$ cat src/rtl/eth_pkg.sv
// Shared constants and state encoding for the Ethernet receive front end.
package eth_pkg;

    localparam logic [7:0] ETH_PREAMBLE_BYTE = 8'h55;
    localparam logic [7:0] ETH_SFD           = 8'hD5;
    localparam int         ETH_STATE_W       = 3;

    typedef enum logic [ETH_STATE_W-1:0] {
        ST_IDLE     = 3'd0,
        ST_PREAMBLE = 3'd1,
        ST_DATA     = 3'd2,
        ST_DROP     = 3'd3
    } eth_rx_state_t;

endpackage

$ cat src/rtl/eth_sat_counter.sv
// Saturating up-counter; sticks at all-ones.
module eth_sat_counter #(
    parameter int WIDTH = 16
) (
    input  logic             clk,
    input  logic             rst,
    input  logic             inc,
    output logic [WIDTH-1:0] count
);

    always_ff @(posedge clk or posedge rst) begin
        if (rst) begin
            count <= '0;
        end else if (inc && (count != '1)) begin
            count <= count + 1'b1;
        end
    end

endmodule

$ cat src/rtl/eth_rx_deframer.sv
// Strips preamble/SFD from the GMII receive stream and re-times DA..FCS into the
// udp_rx first/last stream through a one-byte hold register, flagging bad frames.
//
// state       | meaning
// ST_IDLE     | waiting for dv with a preamble byte
// ST_PREAMBLE | counting 0x55 bytes, waiting for SFD
// ST_DATA     | frame body; hold register delays each byte by one clock
// ST_DROP     | discarding the rest of a burst until dv falls
module eth_rx_deframer
    import eth_pkg::*;
#(
    parameter int PREAMBLE_MIN  = 2,
    parameter int MIN_FRAME_LEN = 64,
    parameter int MAX_FRAME_LEN = 1522
) (
    input  logic        clk,
    input  logic        rst,
    input  logic [7:0]  gmii_rxd,
    input  logic        gmii_rx_dv,
    input  logic        gmii_rx_er,
    output logic [7:0]  udp_rx,
    output logic        udp_rx_valid,
    output logic        udp_rx_first,
    output logic        udp_rx_last,
    output logic        frame_abort,
    output logic [15:0] good_frames,
    output logic [15:0] bad_frames
);

    localparam logic [2:0]  PRE_MIN = 3'(PREAMBLE_MIN);
    localparam logic [15:0] MIN_LEN = 16'(MIN_FRAME_LEN);
    localparam logic [15:0] MAX_LEN = 16'(MAX_FRAME_LEN);

    eth_rx_state_t state;
    logic [2:0]    pcnt;
    logic [15:0]   len;
    logic [7:0]    hold;
    logic          hold_first;
    logic          hold_vld;
    logic          good_end;

    always_ff @(posedge clk or posedge rst) begin
        if (rst) begin
            state        <= ST_IDLE;
            pcnt         <= '0;
            len          <= '0;
            hold         <= '0;
            hold_first   <= 1'b0;
            hold_vld     <= 1'b0;
            good_end     <= 1'b0;
            udp_rx       <= '0;
            udp_rx_valid <= 1'b0;
            udp_rx_first <= 1'b0;
            udp_rx_last  <= 1'b0;
            frame_abort  <= 1'b0;
        end else begin
            udp_rx_valid <= 1'b0;
            udp_rx_first <= 1'b0;
            udp_rx_last  <= 1'b0;
            frame_abort  <= 1'b0;
            good_end     <= 1'b0;
            case (state)
                ST_IDLE: begin
                    if (gmii_rx_dv) begin
                        if (gmii_rxd == ETH_PREAMBLE_BYTE) begin
                            state <= ST_PREAMBLE;
                            pcnt  <= 3'd1;
                        end else begin
                            state <= ST_DROP;
                        end
                    end
                end
                ST_PREAMBLE: begin
                    if (!gmii_rx_dv) begin
                        state <= ST_IDLE;
                    end else if (gmii_rx_er) begin
                        state <= ST_DROP;
                    end else if (gmii_rxd == ETH_PREAMBLE_BYTE) begin
                        if (pcnt != 3'd7) pcnt <= pcnt + 3'd1;
                    end else if ((gmii_rxd == ETH_SFD) && (pcnt >= PRE_MIN)) begin
                        state    <= ST_DATA;
                        len      <= '0;
                        hold_vld <= 1'b0;
                    end else begin
                        state <= ST_DROP;
                    end
                end
                ST_DATA: begin
                    if (!gmii_rx_dv) begin
                        // Normal end: flush the held byte as last; short or empty frames abort.
                        if (hold_vld) begin
                            udp_rx       <= hold;
                            udp_rx_valid <= 1'b1;
                            udp_rx_first <= hold_first;
                            udp_rx_last  <= 1'b1;
                        end
                        if (len < MIN_LEN) frame_abort <= 1'b1;
                        else               good_end    <= 1'b1;
                        hold_vld <= 1'b0;
                        state    <= ST_IDLE;
                    end else if (gmii_rx_er || (len >= MAX_LEN)) begin
                        if (hold_vld) begin
                            udp_rx       <= hold;
                            udp_rx_valid <= 1'b1;
                            udp_rx_first <= hold_first;
                            udp_rx_last  <= 1'b1;
                        end
                        frame_abort <= 1'b1;
                        hold_vld    <= 1'b0;
                        state       <= ST_DROP;
                    end else begin
                        if (hold_vld) begin
                            udp_rx       <= hold;
                            udp_rx_valid <= 1'b1;
                            udp_rx_first <= hold_first;
                        end
                        hold       <= gmii_rxd;
                        hold_first <= (len == 16'd0);
                        hold_vld   <= 1'b1;
                        len        <= len + 16'd1;
                    end
                end
                ST_DROP: begin
                    if (!gmii_rx_dv) state <= ST_IDLE;
                end
                default: state <= ST_IDLE;
            endcase
        end
    end

    eth_sat_counter #(.WIDTH(16)) u_good_cnt (
        .clk   (clk),
        .rst   (rst),
        .inc   (good_end),
        .count (good_frames)
    );

    eth_sat_counter #(.WIDTH(16)) u_bad_cnt (
        .clk   (clk),
        .rst   (rst),
        .inc   (frame_abort),
        .count (bad_frames)
    );

endmodule

$ cat config.mk
export PLATFORM = sky130hd
export DESIGN_NAME = eth_rx_deframer
export DESIGN_NICKNAME = d
export VERILOG_FILES = /design/src/rtl/eth_pkg.sv /design/src/rtl/eth_sat_counter.sv /design/src/rtl/eth_rx_deframer.sv
export SDC_FILE = /design/constraint.sdc
export NUM_CORES = 1
export LEC_CHECK = 0
export BUFFER_PORTS_ARGS = -buffer_cell sky130_fd_sc_hd__buf_2
export CORE_ASPECT_RATIO = 1.1
export CORE_MARGIN = 2
export CORE_UTILIZATION = 41
export DETAILED_ROUTE_END_ITERATION = 10
export PLACE_DENSITY = 0.68
export SYNTH_ARGS = -nofsm -noshare
export SYNTH_HDL_FRONTEND = slang
export SYNTH_HIERARCHICAL = 1
export SYNTH_SLANG_ARGS = --single-unit
$ cat constraint.sdc
create_clock -name clk -period 2.85 [get_ports clk]
set_clock_uncertainty 0.15 [all_clocks]
set_input_delay 0.4275 -clock clk [delete_from_list [all_inputs] [get_ports clk]]
set_output_delay 0.4275 -clock clk [all_outputs]
set_load 0.02 [all_outputs]
Word-level counts from Yosys, hierarchy flattened
Index checks and enable logic that the tools add are counted.
{"block": "op_classes", "add_sub_neg": 4, "n_lt_le_gt_ge": 3, "eq_ne": 21, "mux": 45, "bitwise": 1, "n_reduce_logical": 14}
{"cell": "$mux W16", "count": 6}
{"cell": "$add A16 B1 Y16 const B", "count": 3}
{"cell": "$mux W3", "count": 13}
{"cell": "$ne A16 B16 Y1 const B", "count": 2}
{"cell": "$pmux W16 S2", "count": 1}
{"cell": "$ne A2 B2 Y1 const B", "count": 11}
{"cell": "$mux W1", "count": 21}
{"cell": "$ge A16 B11 Y1 const B", "count": 1}
{"cell": "$logic_not A16 Y1", "count": 1}
{"cell": "$lt A16 B7 Y1 const B", "count": 1}
{"cell": "$reduce_and A7 Y1", "count": 2}
{"cell": "$pmux W3 S4", "count": 1}
{"cell": "$eq A8 B7 Y1 const B", "count": 1}
{"cell": "$eq A8 B8 Y1 const B", "count": 1}
{"cell": "$eq A3 B2 Y1 const B", "count": 2}
{"cell": "$ne A3 B3 Y1 const B", "count": 2}
{"cell": "$pmux W3 S2", "count": 1}
{"cell": "$reduce_and A5 Y1", "count": 1}
{"cell": "$ne A4 B4 Y1 const B", "count": 1}
{"cell": "$reduce_and A4 Y1", "count": 1}
{"cell": "$reduce_bool A2 Y1", "count": 2}
{"cell": "$add A3 B1 Y3 const B", "count": 1}
{"cell": "$eq A3 B1 Y1 const B", "count": 1}
{"cell": "$ge A3 B2 Y1 const B", "count": 1}
{"cell": "other kinds (8)", "count": 10}
{"block": "word_totals", "register_bits": 77, "inputBits": 12, "out_inout_bits": 44, "word_cells": 102}

Logic depth before layout (Yosys ltp)
Gate-level depths: netlist (run 1).
{"block": "depth", "ltp_word": 7, "depth_mapped": 8, "depth_no_buf": 7}

Cells and area by module
Netlist (run 1), hierarchy kept.
{"module": "eth_rx_deframer", "n_inst": 1, "cells_per_inst": 176, "area_per_inst_um2": 2024.4, "seq_area_each_um2": 1101.1}
{"module": "eth_sat_counter", "n_inst": 2, "cells_per_inst": 71, "area_per_inst_um2": 805.8, "seq_area_each_um2": 400.4}

Least setup slack after synthesis (run 1)
No wires, ideal clock.
{"block": "synth_path", "path_kind": "reg-to-reg", "start": "reg len[9]", "end": "reg hold[0]", "arrival_ps": 1908, "slack_ps": 667, "stages_incl_launch_ff": 7, "path_buffers": 2, "cell_sequence": "dfrtp_1 or2_1 or4_4 and3_1 buf_6 buf_12 mux2_4"}
{"block": "synth_between", "elab_chain_len": 4}
{"item": "start, declared", "line_no": "eth_rx_deframer.sv:36", "rtl": "logic [15:0] len;"}
{"item": "start signal, assigned", "line_no": "eth_rx_deframer.sv:120", "rtl": "len <= len + 16'd1;"}
{"item": "$ge A16 B11 Y1", "line_no": "eth_rx_deframer.sv:101", "rtl": "end else if (gmii_rx_er || (len >= MAX_LEN)) begin"}
{"item": "$logic_or A1 B1 Y1", "line_no": "eth_rx_deframer.sv:101"}
{"item": "$not A1 Y1 (no line)"}
{"item": "$reduce_and A3 Y1 (no line)"}
{"item": "end signal, assigned", "line_no": "eth_rx_deframer.sv:117", "rtl": "hold <= gmii_rxd;"}
{"item": "end, declared", "line_no": "eth_rx_deframer.sv:37", "rtl": "logic [7:0] hold;"}
Every way passes these cells.
A chain may end at the register's enable or synchronous reset.

Worst setup path in the final report (run 1)
{"block": "layout_path", "start": "reg len[9]", "end": "reg len[6]"}
{"block": "layout_between", "elab_chain_len": 4}
{"item": "$ge A16 B11 Y1", "line_no": "eth_rx_deframer.sv:101"}
{"item": "$logic_or A1 B1 Y1", "line_no": "eth_rx_deframer.sv:101"}
{"item": "$ne A2 B2 Y1 (no line)"}
{"item": "$reduce_and A7 Y1 (no line)"}
Every way passes these cells.

==> reports/qor.tcl, run 1 <==
set qor(final_design_area_no_fill_um2) 4280
set qor(rows) 36
set qor(route.antenna.remaining_nets) 0
set qor(netlist_instances) 318
set qor(critPathKind) {reg -> reg}
set qor(synth_area_leader_cell) {dfrtp_1}
set qor(worst_ep_arrival_time_ns) 2.46
set qor(die_area_um2) 9640
set qor(fin_setup_tns_ns) 0
set qor(floorplan.core_area_um2) 8740
set qor(grt_antenna_before_repair) 0
set qor(leakage_dissipation_nw) 2.06
set qor(synthDominantCellAreaShare_pct) 52.3
set qor(vdd_drop_max_mv) 0.374
set qor(rsz0062_at_grt) {false}
set qor(n_antenna_cell) 0
set qor(timing.rr.start) {len[9]$_DFFE_PP0P_}
set qor(yosys_register_bits) 76
set qor(cts.sink_count) 76
set qor(drt-total-wl_um) 7040
set qor(horizontal_extent_of_the_die_um) 93.8
set qor(i_o_pin_total) 56
set qor(period_minus_slack_ns) 2.38
set qor(cts_hold_repair.buffers) 0
set qor(start_util_pct) 41.6
set qor(finish.net_count) 403
set qor(max_cap_viol_count) 0
set qor(number_of_global_route_vias_before_repair) 2540
set qor(synth_ff_type) {dfrtp_1}
set qor(drtPass1Iterations) 4
set qor(timing_worst_slew_pin_value_ns) 0.637
set qor(clock_tree_from_tritoncts) {done}
set qor(groute.usage.overall_pct) 15.8
set qor(post_drt_wl_per_cell_um) 14.0
set qor(synth_edf_count) 0
set qor(max-clock-path-buffers) 2
set qor(timing.final.hold_violations) 0
set qor(synthArstFlopShare_pct) 100
set qor(netlist_top_cells_area) {dfrtp_1, xnor2_1, mux2_2}
set qor(number_of_h_tree_branching_levels) 3
set qor(power.density_nw_per_um2) 680
set qor(worstPathMaxFanout) 15
set qor(post-synth-top-count-cell) {dfrtp_1}
set qor(finalMaxSlewViolations) 0
set qor(routabilityCongestion) 0.865
set qor(nature_of_the_critical_path_endpoint) {flip-flop}
set qor(run_status) {completed}
set qor(die_h_um) 103
set qor(maxSlewHeadroom_pct) 57.5
set qor(distinct_cell_type_count_of_the_synthesized_netlist) 46
set qor(clock_latency_ns) 0.34
set qor(cts_inserted_buffers) 9
set qor(synth-warning-count) 6
set qor(gr-total-overflow) 0
set qor(clk_pin_slew_worst_paths_ns) 0.09
set qor(vias) 2639
set qor(crit_required_ns) 2.93
set qor(synth_sequential_area_ratio_pct) 52.3
set qor(post_cts.repair.setup_buffers) 0
set qor(synth_top_cells_by_count) {dfrtp_1, nand2_1, nand3_1, xnor2_1, mux2_2}
set qor(layout_worst_path_cycle_share_pct) 83.5
set qor(syn_area_per_cell_um2) 11.4
set qor(synth.net_count) 337
set qor(largest_net_degree_at_the_start_of_global_routing) 45
set qor(finalSetupViolations) 0
set qor(max_clock_freq_mhz) 420
set qor(drt_iter0_markers) 121
set qor(critPathLaunchType) {flip-flop}
set qor(drcViolationCount) 0
set qor(area_delta_synth_final_pct) 17.7
set qor(layout-drive-gt1-share_pct) 29.8
set qor(wire_length_of_the_first_global_routing_pass_um) 12000
set qor(setup.worst_path.start) {len[9]$_DFFE_PP0P_}
set qor(port_buffers) 55
set qor(placedInstanceArea_um2) 4040
set qor(via_per_inst) 5.25
set qor(worstHoldPathType) {in -> async}
set qor(dp_hpwl_um) 5020
set qor(clock_tree.root_cell) {clkbuf_8}
set qor(netlist_area_um2) 3640
## power breakdown
group,total (W),switching [W],internal (W),leakage (nW)
Clock,0.000937,0.000412,0.000525,0.113
Sequential,0.00139,0.000152,0.00124,1.00
Combinational,0.000580,0.000332,0.000247,0.948
## stage by stage
step	setup WS [ns]	util [%]	cells	power [W]	hold WS (ns)
after floorplan	0.667	-	318	0.00179	0.191
after global placement	0.253	46.2	487	0.00198	0.320
after detailed placement	0.145	46.2	487	0.00200	0.329
after CTS	0.136	48.9	503	0.00296	0.0318
after global routing	0.267	49.0	503	0.00309	0.0631
final	0.470	49.0	503	0.00291	0.0251
## logic make-up (layout without fill, tap and decap cells)
family / count (synthesis) / after routing / synth area share, %
AOI/OAI and AO/OA: 39 / 39 / 6.88
DFF: 76 / 76 / 52.3
muxes: 23 / 23 / 7.47
xor gates and xnor gates: 22 / 22 / 5.30
buffers and inverters: 16 / 87 / 2.51
adders and majority gates: 7 / 7 / 2.41
and+or+nand+nor: 135 / 135 / 23.1
## worst max-delay path, stage by stage (launching register included)
cell and delay [ns]:
dfrtp_1 0.45, or2_1 0.27, or4_4 0.54, a32oi_2 0.58, o21ai_0 0.18, o41ai_1 0.09
## routing by layer
metal / wire, um / GRT usage (%)
met1: 3300 / 20.5
met2: 3320 / 25.1
met3: 341 / 4.31
met4: 82 / 6.80
met5: 0 / 0
## path summary, 6_finish.rpt
| check | end | slack [ns] | cells past startpoint |
|---|---|---|---|
| setup / recovery | len[6]$_DFFE_PP0P_ | 0.47 | 5 |
| hold / removal | u_bad_cnt/count[7]$_DFFE_PP0P_ | 0.03 | 2 |
| setup reg to reg | len[6]$_DFFE_PP0P_ | 0.47 | 5 |
| hold reg to reg | len[15]$_DFFE_PP0P_ | 0.35 | 1 |
| max in group asynchronous | len[7]$_DFFE_PP0P_ | 2.09 | 3 |
| min in group clk | hold[5]$_DFFE_PP0P_ | 0.17 | 2 |
## flip-flops by register name, summed over array words and instances (netlist names)
name              flops
len                  16
u_bad_cnt/count      16
u_good_cnt/count     16
hold                  8
udp_rx                8
pcnt                  3
state                 2
frame_abort           1
good_end              1
hold_first            1
hold_vld              1
udp_rx_first          1
udp_rx_last           1
udp_rx_valid          1
## repair_timing
item | CTS | global route
hold endpoints to repair | 0 | 0
setup endpoints to repair | 0 | 4
resized for setup | 0 | 1
## final cells by class
type	count	area (um^2)
clock inverters	6	93.8
clock buffers	10	138
fillers	808	4460
well taps	114	143
multi-input cells	226	1650
flip-flops and latches	76	1900
repair buffers	60	313
inverters	11	41.3
## layout by cell type (no fill, tap or decap), drive strengths merged
cell      count
o22ai         1
clkinv        2
a31oi         2
buf          60
o21a          3
and4          8
o31ai         3
dfrtp        76
nand3        22
mux2         21
or3b          1
nand4bb       1
xnor2        22
a21o          1
o21ai        16
a32oi         1
clkbuf       10
nand2        28
and2         10
nor2b         1
bufinv        2
nor3b         1
clkinvlp      1
nor2         13
o41ai         2
a2111oi       1
nand4        17
nand2b        4
nand4b        1
nor3          5
a21oi         9
inv          12
or4           3
mux2i         2
and3         14
nor4          5
or2           1
ha            7
Note: power is estimated with default switching activity, not from simulation.
==> run 2: changes to the inputs <==
==> constraint.sdc (replaced) <==
create_clock -name clk -period 2.5 [get_ports clk]
set_clock_uncertainty 0.15 [all_clocks]
set_input_delay 0.375 -clock clk [delete_from_list [all_inputs] [get_ports clk]]
set_output_delay 0.375 -clock clk [all_outputs]
set_load 0.02 [all_outputs]
==> run 2 against run 1 <==
  * Register-to-register slack worse by 0.22 ns
  * Worst hold slack improved by 0.095 ns
  * Die area unchanged
  * Non-clock buffer count rose by 3
  * Clock power up 8%
  * First-iteration DRC count rose by 50%
  * Sequential power is 14% higher
  * Via count grew 0.72%
  * Core utilization increased by 0.14 points
  * Setup slack got worse by 0.22 ns
  * Global-route usage fell by 0.84 points
  * Cell count increased by 0.40%
==> reports/qor.tcl, run 2 (same netlist as run 1, synthesis figures left out) <==
set qor(run_status) {completed}
set qor(final-seq-area_um2) 1900
set qor(finalMaxSlewViolations) 0
set qor(leakage_dissipation_nw) 2.07
set qor(most_frequent_cells_in_the_layout) {dfrtp_1, buf_2, nand2_1, nand3_1, xnor2_1}
set qor(multi_input_gate_area_in_the_final_layout_um2) 1640
set qor(crit_path_max_incr_delay_ns) 0.55
set qor(vdd_drop_max_mv) 0.373
set qor(n_antenna_cell) 0
set qor(via_per_inst) 5.26
set qor(groute.usage.overall_pct) 14.9
set qor(crit_chain) {or4_4 > a2111oi_4 > and3_1 > buf_4 > mux2_2}
set qor(layout-drive-gt1-share_pct) 29.4
set qor(worstHoldPathType) {in -> reg}
set qor(drtPass1Iterations) 4
set qor(wire_length_of_the_first_global_routing_pass_um) 11400
set qor(clock_tree.root_cell) {clkbuf_8}
set qor(cts.sink_count) 76
set qor(power.density_nw_per_um2) 763
set qor(die_area_um2) 9640
set qor(post_drt_wl_per_cell_um) 13.5
set qor(clock_tree_from_tritoncts) {done}
set qor(drt-total-wl_um) 6820
set qor(max-clock-path-buffers) 2
set qor(final_core_utilization_pct) 49.1
set qor(post_cts.repair.setup_buffers) 0
set qor(critPathLaunchType) {flip-flop}
set qor(worst_ep_arrival_time_ns) 2.33
set qor(vias) 2658
set qor(clk_pin_slew_worst_paths_ns) 0.08
set qor(max_cap_viol_count) 0
set qor(rsz0062_at_grt) {false}
set qor(horizontal_extent_of_the_die_um) 93.8
set qor(period_minus_slack_ns) 2.25
set qor(layout_worst_path_cycle_share_pct) 89.9
set qor(drcViolationCount) 0
set qor(fin_setup_tns_ns) 0
set qor(crit_path_top_delay_cell) {or4_4}
set qor(fillCellCount) 812
set qor(finalSetupViolations) 0
set qor(die_h_um) 103
set qor(grt_antenna_before_repair) 0
set qor(route.antenna.remaining_nets) 0
set qor(routabilityCongestion) 0.852
set qor(largest_net_degree_at_the_start_of_global_routing) 45
set qor(max_clock_freq_mhz) 445
set qor(gr-total-overflow) 0
set qor(clock_latency_ns) 0.35
set qor(crit_required_ns) 2.58
set qor(timing_worst_slew_pin_value_ns) 0.621
set qor(final_common_cell) {dfrtp_1}
set qor(start_util_pct) 41.6
set qor(critPathKind) {reg -> reg}
set qor(drt_iter0_markers) 181
set qor(maxSlewHeadroom_pct) 58.6
set qor(worstPathMaxFanout) 10
set qor(floorplan.core_area_um2) 8740
set qor(timing.final.hold_violations) 0
set qor(port_buffers) 55
set qor(reg.largest.list) {len (16), u_bad_cnt/count (16), u_good_cnt/count (16)}
set qor(finish.net_count) 406
set qor(nature_of_the_critical_path_endpoint) {flip-flop}
set qor(number_of_global_route_vias_before_repair) 2425
set qor(dp_hpwl_um) 4870
set qor(area_delta_synth_final_pct) 18.1
set qor(rows) 36
set qor(number_of_h_tree_branching_levels) 3
set qor(i_o_pin_total) 56
set qor(cts_inserted_buffers) 9
-- run 2: area by class of cell --
type,instances,area share [%]
multi-input cells,226,38.3
flip-flops and latches,76,44.3
repair buffers,63,8.16
well taps,114,3.32
inverters,11,0.962
clock inverters,5,2.01
clock buffers,10,2.97
-- run 2: what timing repair did --
item                       4_1_cts  5_1_grt
hold buffers                     1        0
hold endpoints to repair        76        0
setup endpoints to repair        0        0
gates resized for setup          0        0
-- run 2: final timing paths --
path	startpoint	endpoint	slack, ns	cells after the start
min reg2reg	len[15]$_DFFE_PP0P_	len[15]$_DFFE_PP0P_	0.34	1
max reg2reg	len[12]$_DFFE_PP0P_	hold[4]$_DFFE_PP0P_	0.25	5
max	len[12]$_DFFE_PP0P_	hold[4]$_DFFE_PP0P_	0.25	5
min in group asynchronous	rst	len[3]$_DFFE_PP0P_	0.47	4
max in group asynchronous	rst	u_bad_cnt/count[2]$_DFFE_PP0P_	1.28	3
min	gmii_rxd[5]	hold[5]$_DFFE_PP0P_	0.12	2
-- run 2: where the power goes --
group	switching (W)	internal (W)	leakage [nW]
clock network	0.000450	0.000564	0.107
logic	0.000383	0.000287	0.965
registers	0.000173	0.00142	1.00
-- run 2: layer usage --
metal | vias up | part of all wire (%) | routed length (um) | global-route usage [%]
met5 | - | 0 | 0 | 0
met4 | 0 | 1.4 | 97 | 5.02
met3 | 10 | 5.1 | 348 | 4.97
met2 | 57 | 46 | 3110 | 22.9
met1 | 1300 | 48 | 3260 | 20.1
li1 | 1291 | - | - | -
-- run 2: per-stage QoR --
stage	hold slack, ns	cell area (um^2)	instances	setup slack (ns)	power, W
finish	0.120	4290	505	0.253	0.00327
global route	0.0956	4290	505	0.141	0.00346
CTS	0.103	4290	505	0.257	0.00332
detailed placement	0.303	4070	489	0.263	0.00229
global placement	0.315	4070	489	0.284	0.00227
floorplan	0.139	3640	318	0.317	0.00204
-- run 2: critical path, delay by kind of cell, from the launching register on --
family,cells,cell delay (ns)
compound gates,1,0.27
simple gates,2,0.78
buf+inv,1,0.21
mux,1,0.35
flops,1,0.38
